$ cat config.mk
export PLATFORM = sky130hd
export DESIGN_NAME = serial_image_loader
export DESIGN_NICKNAME = d
export VERILOG_FILES = /design/src/rtl/serial_image_loader.sv
export SDC_FILE = /design/constraint.sdc
export NUM_CORES = 1
export LEC_CHECK = 0
export CAP_MARGIN = 10
export CORE_UTILIZATION = 45
export CTS_CLUSTER_SIZE = 28
export DETAILED_ROUTE_END_ITERATION = 10
export PLACE_DENSITY = 0.68
export SLEW_MARGIN = 20
export SYNTH_ARGS = -nofsm -noshare
export SYNTH_HDL_FRONTEND = slang
export SYNTH_SLANG_ARGS = --single-unit
$ cat constraint.sdc
create_clock -name clk -period 1.9 [get_ports clk]
set_input_delay 0.57 -clock clk [delete_from_list [all_inputs] [get_ports clk]]
set_output_delay 0.57 -clock clk [all_outputs]
set_load 0.03 [all_outputs]
$ cat src/rtl/serial_image_loader.sv
// Streams N_REGIONS memory images into a target core over a serial {data,addr} frame link,
// with a done_in handshake after each region, then holds the core in run mode.
module serial_image_loader #(
   parameter int ADDR_W      = 4,
   parameter int DATA_W      = 8,
   parameter int N_REGIONS   = 2,
   parameter int CLK_DIV     = 1,
   parameter int ACK_TIMEOUT = 255,
   localparam int MODE_W     = $clog2(N_REGIONS + 2),
   localparam int REG_W      = (N_REGIONS > 1) ? $clog2(N_REGIONS) : 1
) (
   input  logic                 clk,
   input  logic                 rst_n,
   input  logic                 drive,
   input  logic [N_REGIONS-1:0] region_en,
   input  logic                 done_in,
   output logic                 rd_en,
   output logic [REG_W-1:0]     rd_region,
   output logic [ADDR_W-1:0]    rd_addr,
   input  logic [DATA_W-1:0]    rd_data,
   output logic                 sclk_out,
   output logic                 mosi_out,
   output logic [MODE_W-1:0]    mode_out,
   output logic                 busy,
   output logic                 error
);

   localparam int FRAME_W = ADDR_W + DATA_W;
   localparam int BIT_W   = $clog2(FRAME_W + 1);
   localparam int CNT_W   = $clog2(2 * CLK_DIV + 1);
   localparam int TO_W    = $clog2(ACK_TIMEOUT + 1);

   localparam logic [BIT_W-1:0]  BIT_LAST  = BIT_W'(FRAME_W - 1);
   localparam logic [CNT_W-1:0]  HALF_LAST = CNT_W'(CLK_DIV - 1);
   localparam logic [CNT_W-1:0]  GAP_LAST  = CNT_W'(2 * CLK_DIV - 1);
   localparam logic [TO_W-1:0]   TO_LAST   = TO_W'(ACK_TIMEOUT - 1);
   localparam logic [ADDR_W-1:0] ADDR_LAST = '1;
   localparam logic [MODE_W-1:0] MODE_RUN  = MODE_W'(N_REGIONS + 1);

   typedef enum logic [2:0] {
      IDLE,
      FETCH,
      LOAD,
      SHIFT,
      GAP,
      WAIT_ACK,
      RUN,
      ERR
   } state_t;

   state_t               state_q, state_d;
   logic                 drive_prev_q, drive_prev_d;
   logic [N_REGIONS-1:0] pend_q, pend_d;
   logic [REG_W-1:0]     region_q, region_d;
   logic [ADDR_W-1:0]    addr_q, addr_d;
   logic [FRAME_W-1:0]   shift_q, shift_d;
   logic [BIT_W-1:0]     bit_q, bit_d;
   logic [CNT_W-1:0]     cnt_q, cnt_d;
   logic                 half_q, half_d;
   logic [TO_W-1:0]      tcnt_q, tcnt_d;

   logic                 rd_en_q, rd_en_d;
   logic [REG_W-1:0]     rd_region_q, rd_region_d;
   logic [ADDR_W-1:0]    rd_addr_q, rd_addr_d;
   logic                 sclk_q, sclk_d;
   logic                 mosi_q, mosi_d;
   logic [MODE_W-1:0]    mode_q, mode_d;
   logic                 busy_q, busy_d;
   logic                 error_q, error_d;

   logic [N_REGIONS-1:0] pend_left;
   logic [REG_W:0]       start_pick;
   logic [REG_W:0]       next_pick;
   logic                 loading;

   // Returns {found, index} of the lowest set bit, so regions always load in index order.
   function automatic logic [REG_W:0] lowest_set(input logic [N_REGIONS-1:0] mask);
      logic [REG_W:0] res;
      res = '0;
      for (int i = N_REGIONS - 1; i >= 0; i--) begin
         if (mask[i]) begin
            res = {1'b1, REG_W'(i)};
         end
      end
      return res;
   endfunction

   assign pend_left  = pend_q & ~(N_REGIONS'(1) << region_q);
   assign start_pick = lowest_set(region_en);
   assign next_pick  = lowest_set(pend_left);

   always_comb begin
      state_d      = state_q;
      drive_prev_d = drive;
      pend_d       = pend_q;
      region_d     = region_q;
      addr_d       = addr_q;
      shift_d      = shift_q;
      bit_d        = bit_q;
      cnt_d        = cnt_q;
      half_d       = half_q;
      tcnt_d       = tcnt_q;

      if (state_q != IDLE && !drive) begin
         state_d = IDLE;
      end else begin
         case (state_q)
            IDLE: begin
               if (drive && !drive_prev_q) begin
                  pend_d = region_en;
                  if (start_pick[REG_W]) begin
                     state_d  = FETCH;
                     region_d = start_pick[REG_W-1:0];
                     addr_d   = '0;
                  end else begin
                     state_d = RUN;
                  end
               end
            end
            FETCH: begin
               state_d = LOAD;
            end
            LOAD: begin
               state_d = SHIFT;
               shift_d = {rd_data, addr_q};
               bit_d   = '0;
               cnt_d   = '0;
               half_d  = 1'b0;
            end
            SHIFT: begin
               // Each bit is CLK_DIV cycles low then CLK_DIV cycles high; advance after the high half.
               if (cnt_q == HALF_LAST) begin
                  cnt_d = '0;
                  if (!half_q) begin
                     half_d = 1'b1;
                  end else begin
                     half_d = 1'b0;
                     if (bit_q == BIT_LAST) begin
                        state_d = GAP;
                     end else begin
                        bit_d   = bit_q + BIT_W'(1);
                        shift_d = shift_q >> 1;
                     end
                  end
               end else begin
                  cnt_d = cnt_q + CNT_W'(1);
               end
            end
            GAP: begin
               if (cnt_q == GAP_LAST) begin
                  cnt_d = '0;
                  if (addr_q == ADDR_LAST) begin
                     state_d = WAIT_ACK;
                     tcnt_d  = '0;
                  end else begin
                     state_d = FETCH;
                     addr_d  = addr_q + ADDR_W'(1);
                  end
               end else begin
                  cnt_d = cnt_q + CNT_W'(1);
               end
            end
            WAIT_ACK: begin
               if (done_in) begin
                  pend_d = pend_left;
                  if (next_pick[REG_W]) begin
                     state_d  = FETCH;
                     region_d = next_pick[REG_W-1:0];
                     addr_d   = '0;
                  end else begin
                     state_d = RUN;
                  end
               end else if (tcnt_q == TO_LAST) begin
                  state_d = ERR;
               end else begin
                  tcnt_d = tcnt_q + TO_W'(1);
               end
            end
            RUN: begin
               state_d = RUN;
            end
            ERR: begin
               state_d = ERR;
            end
            default: begin
               state_d = IDLE;
            end
         endcase
      end

      // Outputs are a registered decode of the next state, so they line up with state_q.
      loading     = (state_d == FETCH) || (state_d == LOAD) || (state_d == SHIFT);
      rd_en_d     = (state_d == FETCH);
      rd_region_d = rd_en_d ? region_d : '0;
      rd_addr_d   = rd_en_d ? addr_d : '0;
      sclk_d      = (state_d == SHIFT) && half_d;
      mosi_d      = (state_d == SHIFT) && shift_d[0];
      busy_d      = (state_d != IDLE);
      error_d     = (state_d == ERR);
      if (loading) begin
         mode_d = MODE_W'(region_d) + MODE_W'(1);
      end else if (state_d == RUN) begin
         mode_d = MODE_RUN;
      end else begin
         mode_d = '0;
      end
   end

   always_ff @(posedge clk or negedge rst_n) begin
      if (!rst_n) begin
         state_q      <= IDLE;
         drive_prev_q <= 1'b0;
         pend_q       <= '0;
         region_q     <= '0;
         addr_q       <= '0;
         shift_q      <= '0;
         bit_q        <= '0;
         cnt_q        <= '0;
         half_q       <= 1'b0;
         tcnt_q       <= '0;
         rd_en_q      <= 1'b0;
         rd_region_q  <= '0;
         rd_addr_q    <= '0;
         sclk_q       <= 1'b0;
         mosi_q       <= 1'b0;
         mode_q       <= '0;
         busy_q       <= 1'b0;
         error_q      <= 1'b0;
      end else begin
         state_q      <= state_d;
         drive_prev_q <= drive_prev_d;
         pend_q       <= pend_d;
         region_q     <= region_d;
         addr_q       <= addr_d;
         shift_q      <= shift_d;
         bit_q        <= bit_d;
         cnt_q        <= cnt_d;
         half_q       <= half_d;
         tcnt_q       <= tcnt_d;
         rd_en_q      <= rd_en_d;
         rd_region_q  <= rd_region_d;
         rd_addr_q    <= rd_addr_d;
         sclk_q       <= sclk_d;
         mosi_q       <= mosi_d;
         mode_q       <= mode_d;
         busy_q       <= busy_d;
         error_q      <= error_d;
      end
   end

   assign rd_en     = rd_en_q;
   assign rd_region = rd_region_q;
   assign rd_addr   = rd_addr_q;
   assign sclk_out  = sclk_q;
   assign mosi_out  = mosi_q;
   assign mode_out  = mode_q;
   assign busy      = busy_q;
   assign error     = error_q;

endmodule

Yosys cells after proc, flatten, opt, wreduce, memory -nomap -nowiden
Index checks and enable logic that the tools add are counted.

Word-level logic and storage cells: 131. Flip-flop bits (word level): 50. Input port bits: 14.

Bitwise operators: 3. Add/sub/neg operators: 5. Multiplexer cells: 58. Reductions and logical operators: 20. Shift-type cells: 1. Equality and inequality tests: 25.

Operator list (number): $mux W4 (11); $mux W12 (3); $mux W3 (11); $mux W8 (4); $pmux W12 S2 (1); $pmux W3 S8 (1); $mux W2 (10); $eq A3 B3 Y1 const B (6); $ne A2 B2 Y1 const B (9); $pmux W8 S2 (1); $eq A3 B2 Y1 const B (4); $pmux W4 S3 (1); $mux W1 (10); $reduce_bool A3 Y1 (3); $add A4 B1 Y4 const B (2); $add A8 B1 Y8 const B (1); $eq A4 B4 Y1 const B (2); $eq A8 B8 Y1 const B (1); $pmux W4 S2 (1); $eq A3 B1 Y1 const B (2); $pmux W2 S3 (1); $reduce_and A6 Y1 (1); $reduce_bool A2 Y1 (3); $reduce_and A5 Y1 (1); other kinds (16) (22).

Logic depth before layout (Yosys ltp)
Depth after elaboration: 13. Mapped depth: 8. Depth with buffers taken out: 7.

Worst setup path before layout
OpenSTA, ideal clock, no wires.

Path kind: reg-to-reg. Start point: reg addr_q[0]. End point: reg busy_q, in the netlist busy. Buffers on the path: 0. Clock period less this slack: 2.023 ns. Slack: -0.123 ns. Data required time: 1.769 ns. Stages on the path, launching flop included: 7. Arrival: 1.892 ns. Path through: dfrtp_1 ha_1 and3_1 o221a_2 o31a_1 a21boi_2 or3_1.

Word-level cells in the longest chain between the ends: 6.

RTL lines: start, declared (line 55) `logic [ADDR_W-1:0] addr_q, addr_d;`; start signal, assigned (line 234) `addr_q <= addr_d;`; $eq A4 B4 Y1 (line 152) `if (addr_q == ADDR_LAST) begin`; $mux W3 (line 152); $mux W3 (line 150) `if (cnt_q == GAP_LAST) begin`; $pmux W3 S8 (line 107) `case (state_q)`; $mux W3 (line 104) `if (state_q != IDLE && !drive) begin`; via state_d[2] (line 51) `state_t state_q, state_d;`; $reduce_bool A3 Y1 (line 198) `busy_d = (state_d != IDLE);`; via busy_d (line 68) `logic busy_q, busy_d;`; end signal, assigned (line 246) `busy_q <= busy_d;`; end, declared (line 68).

The timed path passes the listed nets, and every way through them passes these cells. A chain may end at the register's enable or synchronous reset.

Worst setup path in the final report
Start point: reg addr_q[1]. End point: reg tcnt_q[5].

Word-level cells in the longest chain between the ends: 3.

RTL lines: $eq A4 B4 Y1 (line 152); $ne A2 B2 Y1 (no source line); $reduce_and A6 Y1 (no source line); end signal, assigned (line 239) `tcnt_q <= tcnt_d;`; end, declared (line 60) `logic [TO_W-1:0] tcnt_q, tcnt_d;`.

Every way passes these cells.

==> impl_metrics.env <==
export IMPL_place_congestion=0.879
export IMPL_grt_max_degree=51
export IMPL_cts_sinks=50
export IMPL_holdWs_ps=237
export IMPL_nets=373
export IMPL_clk_latency_ps=310
export IMPL_tightest_slew_ps=342
export IMPL_cp_slowest_stage_delay_ps=500
export IMPL_met2_usage=0.354
export IMPL_synth_xor_area_frac=0.00333
export IMPL_ys_top_cells_by_area="dfrtp_1 48%, o21ai_0 5.1%, nand2_1 3.7%, ha_1 3.3%, a21oi_1 3.2%"
export IMPL_yosysTopAreaCell="dfrtp_1"
export IMPL_num_rows=27
export IMPL_p_per_area_nw_per_um2=1230
export IMPL_grt_pass1_vias=2252
export IMPL_ys_warn_count=0
export IMPL_worstSetupEndpointType="flip-flop"
export IMPL_fmax_ghz=0.521
export IMPL_cts_hold_buffers_added=0
export IMPL_r2r_end="tcnt_q[5]"
export IMPL_path_cells="ha_4 > and3_4 > nand3_4 > a211o_4 > or4_4 > a21oi_2"
export IMPL_drv_slew=0
export IMPL_tritoncts="done"
export IMPL_cts_buffers=5
export IMPL_die_area_um2=6160
export IMPL_hold_viol=0
export IMPL_via_per_inst=5.57
export IMPL_busiest_layer="met2"
export IMPL_crit_buf_inv=0
export IMPL_seq_area_um2=1250
export IMPL_syn_nets=292
export IMPL_fin_crit_sh=1.01
export IMPL_synth_edf_count=0
export IMPL_final_cell_mix="60 x buf_4, 47 x dfrtp_1, 26 x nand2_1"
export IMPL_internal_power_mw=2.86
export IMPL_status="complete, but fails checks"
export IMPL_setup_violations=2
export IMPL_timing_setup_tns_ps=-35.0
export IMPL_synthAdderAreaFrac=0.0333
export IMPL_diodes=0
export IMPL_synth_cell_types=52
export IMPL_clockPowerShare=0.165
export IMPL_reg2reg_slack_ps=-20
export IMPL_place_hpwl_mm=4.27
export IMPL_ys_seq_area_frac=0.475
export IMPL_cap_viol_max_count=0
export IMPL_period_minus_slack_ps=1920
export IMPL_grt_pass1_wl_mm=10.1
export IMPL_power_frac_seq=0.342
export IMPL_start_util=0.472
export IMPL_multi_input_area_um2=1440
export IMPL_grt_util_met1=0.273
export IMPL_cp_slowest_cell="or4_4"
export IMPL_p_sw_frac=0.370
export IMPL_fill_cells=443
export IMPL_mostFrequentLayoutCell="buf_4"
export IMPL_syn_avg_cell_area_um2=9.71
export IMPL_die_w_um=78.5
export IMPL_core_um2=5570
export IMPL_rr_startpoint="addr_q[1]"
export IMPL_ioPinCount=26
export IMPL_max_slew_margin=0.770
export IMPL_routedWlPerCell_um=14.6
export IMPL_htreeDepth=2
export IMPL_synth_seq_cells=50
export IMPL_portBuffers=25
export IMPL_ir_drop_mv=0.594
export IMPL_violations="setup timing"
export IMPL_p_comb_frac=0.493
export IMPL_ff2ff_path_depth=6
export IMPL_skew_ps=9.14
export IMPL_wl_mm=6.19
export IMPL_drtAntennaViolNets=0
export IMPL_path_max_fanout=5
export IMPL_drive_gt1_frac=0.326
export IMPL_synth_top_area_share=0.475
export IMPL_worstSetupPathType="reg -> reg"
export IMPL_rsz0062_at_grt="true"
export IMPL_synth_compound_area_frac=0.234
export IMPL_synth_top_family_by_area="compound AO/OA/AOI/OAI gates"
export IMPL_drt_pass1_iterations=5
export IMPL_switching_power_mw=1.68
export IMPL_worstPathRequired_ps=2140
export IMPL_route_vias_total=2368
export IMPL_antenna_found_initial=0
export IMPL_netlist_area_um2=2630
export IMPL_die_height_um=78.5
export IMPL_cts_root_buf="clkbuf_8"
export IMPL_synthFlopType="dfrtp_1"
export IMPL_track_usage=0.209
export IMPL_finish_utilization=0.663
export IMPL_synth_cells=271
export IMPL_synthSimpleGateAreaFrac=0.202
export IMPL_clkTransAtPathRegs_ps=90
export IMPL_grt_ovfl_total=0
export IMPL_muxShareOfSynthArea=0.00808
export IMPL_drc=0
export IMPL_setup_ws_ps=-20.3
export IMPL_cp_top_family="simple AND/OR/NAND/NOR gates"
export IMPL_area_delta_synth_final_pct=40.4
export IMPL_cts_max_path_buffers=2
export IMPL_power_leakage_nw=1.78
export IMPL_synthArstFlopShare=1.00
export IMPL_cp_start_kind="flip-flop"
export IMPL_use_met3=0.0384
export IMPL_crit_arrival_ps=2160
export IMPL_hold_path_class="in -> async"
export IMPL_drt_iter0_markers=164
[power by group through the flow]
stage          Combinational [mW]  Clock, mW  Sequential (mW)
2_1_floorplan                1.08          0             1.58
3_3_place_gp                 1.96          0             1.55
3_5_place_dp                 1.98          0             1.55
4_1_cts                      2.02      0.767             1.55
5_1_grt                      2.44      0.811             1.59
6_report                     2.24      0.748             1.56
[logic make-up after synthesis]
| group | after synthesis |
|---|---|
| xor+xnor | 1 |
| mux | 2 |
| buf+inv | 26 |
| compound gates | 91 |
| flops | 50 |
| simple gates | 94 |
| fa+ha+maj | 7 |
[how the worst max path moves through the flow]
| stage | to | depth (start not counted) | start |
|---|---|---|---|
| after global routing | tcnt_q[7] | 5 | state_q[1] |
| after detailed placement | sclk_out | 6 | drive |
| after CTS | tcnt_q[4] | 7 | addr_q[0] |
| final | tcnt_q[5] | 6 | addr_q[1] |
| after floorplan | busy | 6 | drive |
| after global placement | mosi_out | 6 | drive |
[sequential cells by signal (all words and copies together) (netlist names), 2 cells and up]
name      count
shift_q      12
tcnt_q        8
addr_q        4
bit_q         4
rd_addr       4
state_q       3
cnt_q         2
mode_out      2
pend_q        2
[final cells by class]
cell class | count | share of cell area
multi-input combinational | 195 | 0.389
sequential | 50 | 0.339
timing repair buffer | 88 | 0.204
tap | 72 | 0.0244
clock buffer | 6 | 0.0196
inverter | 12 | 0.0132
clock inverter | 2 | 0.0102
[metrics by stage]
stage	instance area (um2)	setup WS [ps]	total power [mW]	std cells
6_report	3700	-20.3	4.54	425
5_1_grt	3700	-88.5	4.84	425
3_5_place_dp	3350	-590	3.54	411
4_1_cts	3520	-29.2	4.34	421
3_3_place_gp	3350	-530	3.51	411
2_1_floorplan	2660	2.41	2.66	271
[synthesized netlist by cell type, types with 6 or more instances]
library cell / number
nor2_1: 10
dfrtp_1: 50
nand3b_1: 6
nand3_1: 10
nand2_1: 26
a22oi_1: 11
clkbuf_1: 8
o21ai_0: 27
nor3_1: 7
or3_1: 10
ha_1: 7
a21oi_1: 17
inv_1: 12
[metal layers]
metal | part of all wire | vias to the layer above
li1 | - | 1159
met1 | 0.47 | 1143
met2 | 0.48 | 54
met3 | 0.036 | 12
met4 | 0.016 | 0
met5 | 0 | -
[repair_timing]
item                       4_1_cts  5_1_grt
pin swaps                       10        6
resized for setup               19       42
buffers inserted                 2        4
setup endpoints to repair       22       24
(Power assumes the default switching activity.)
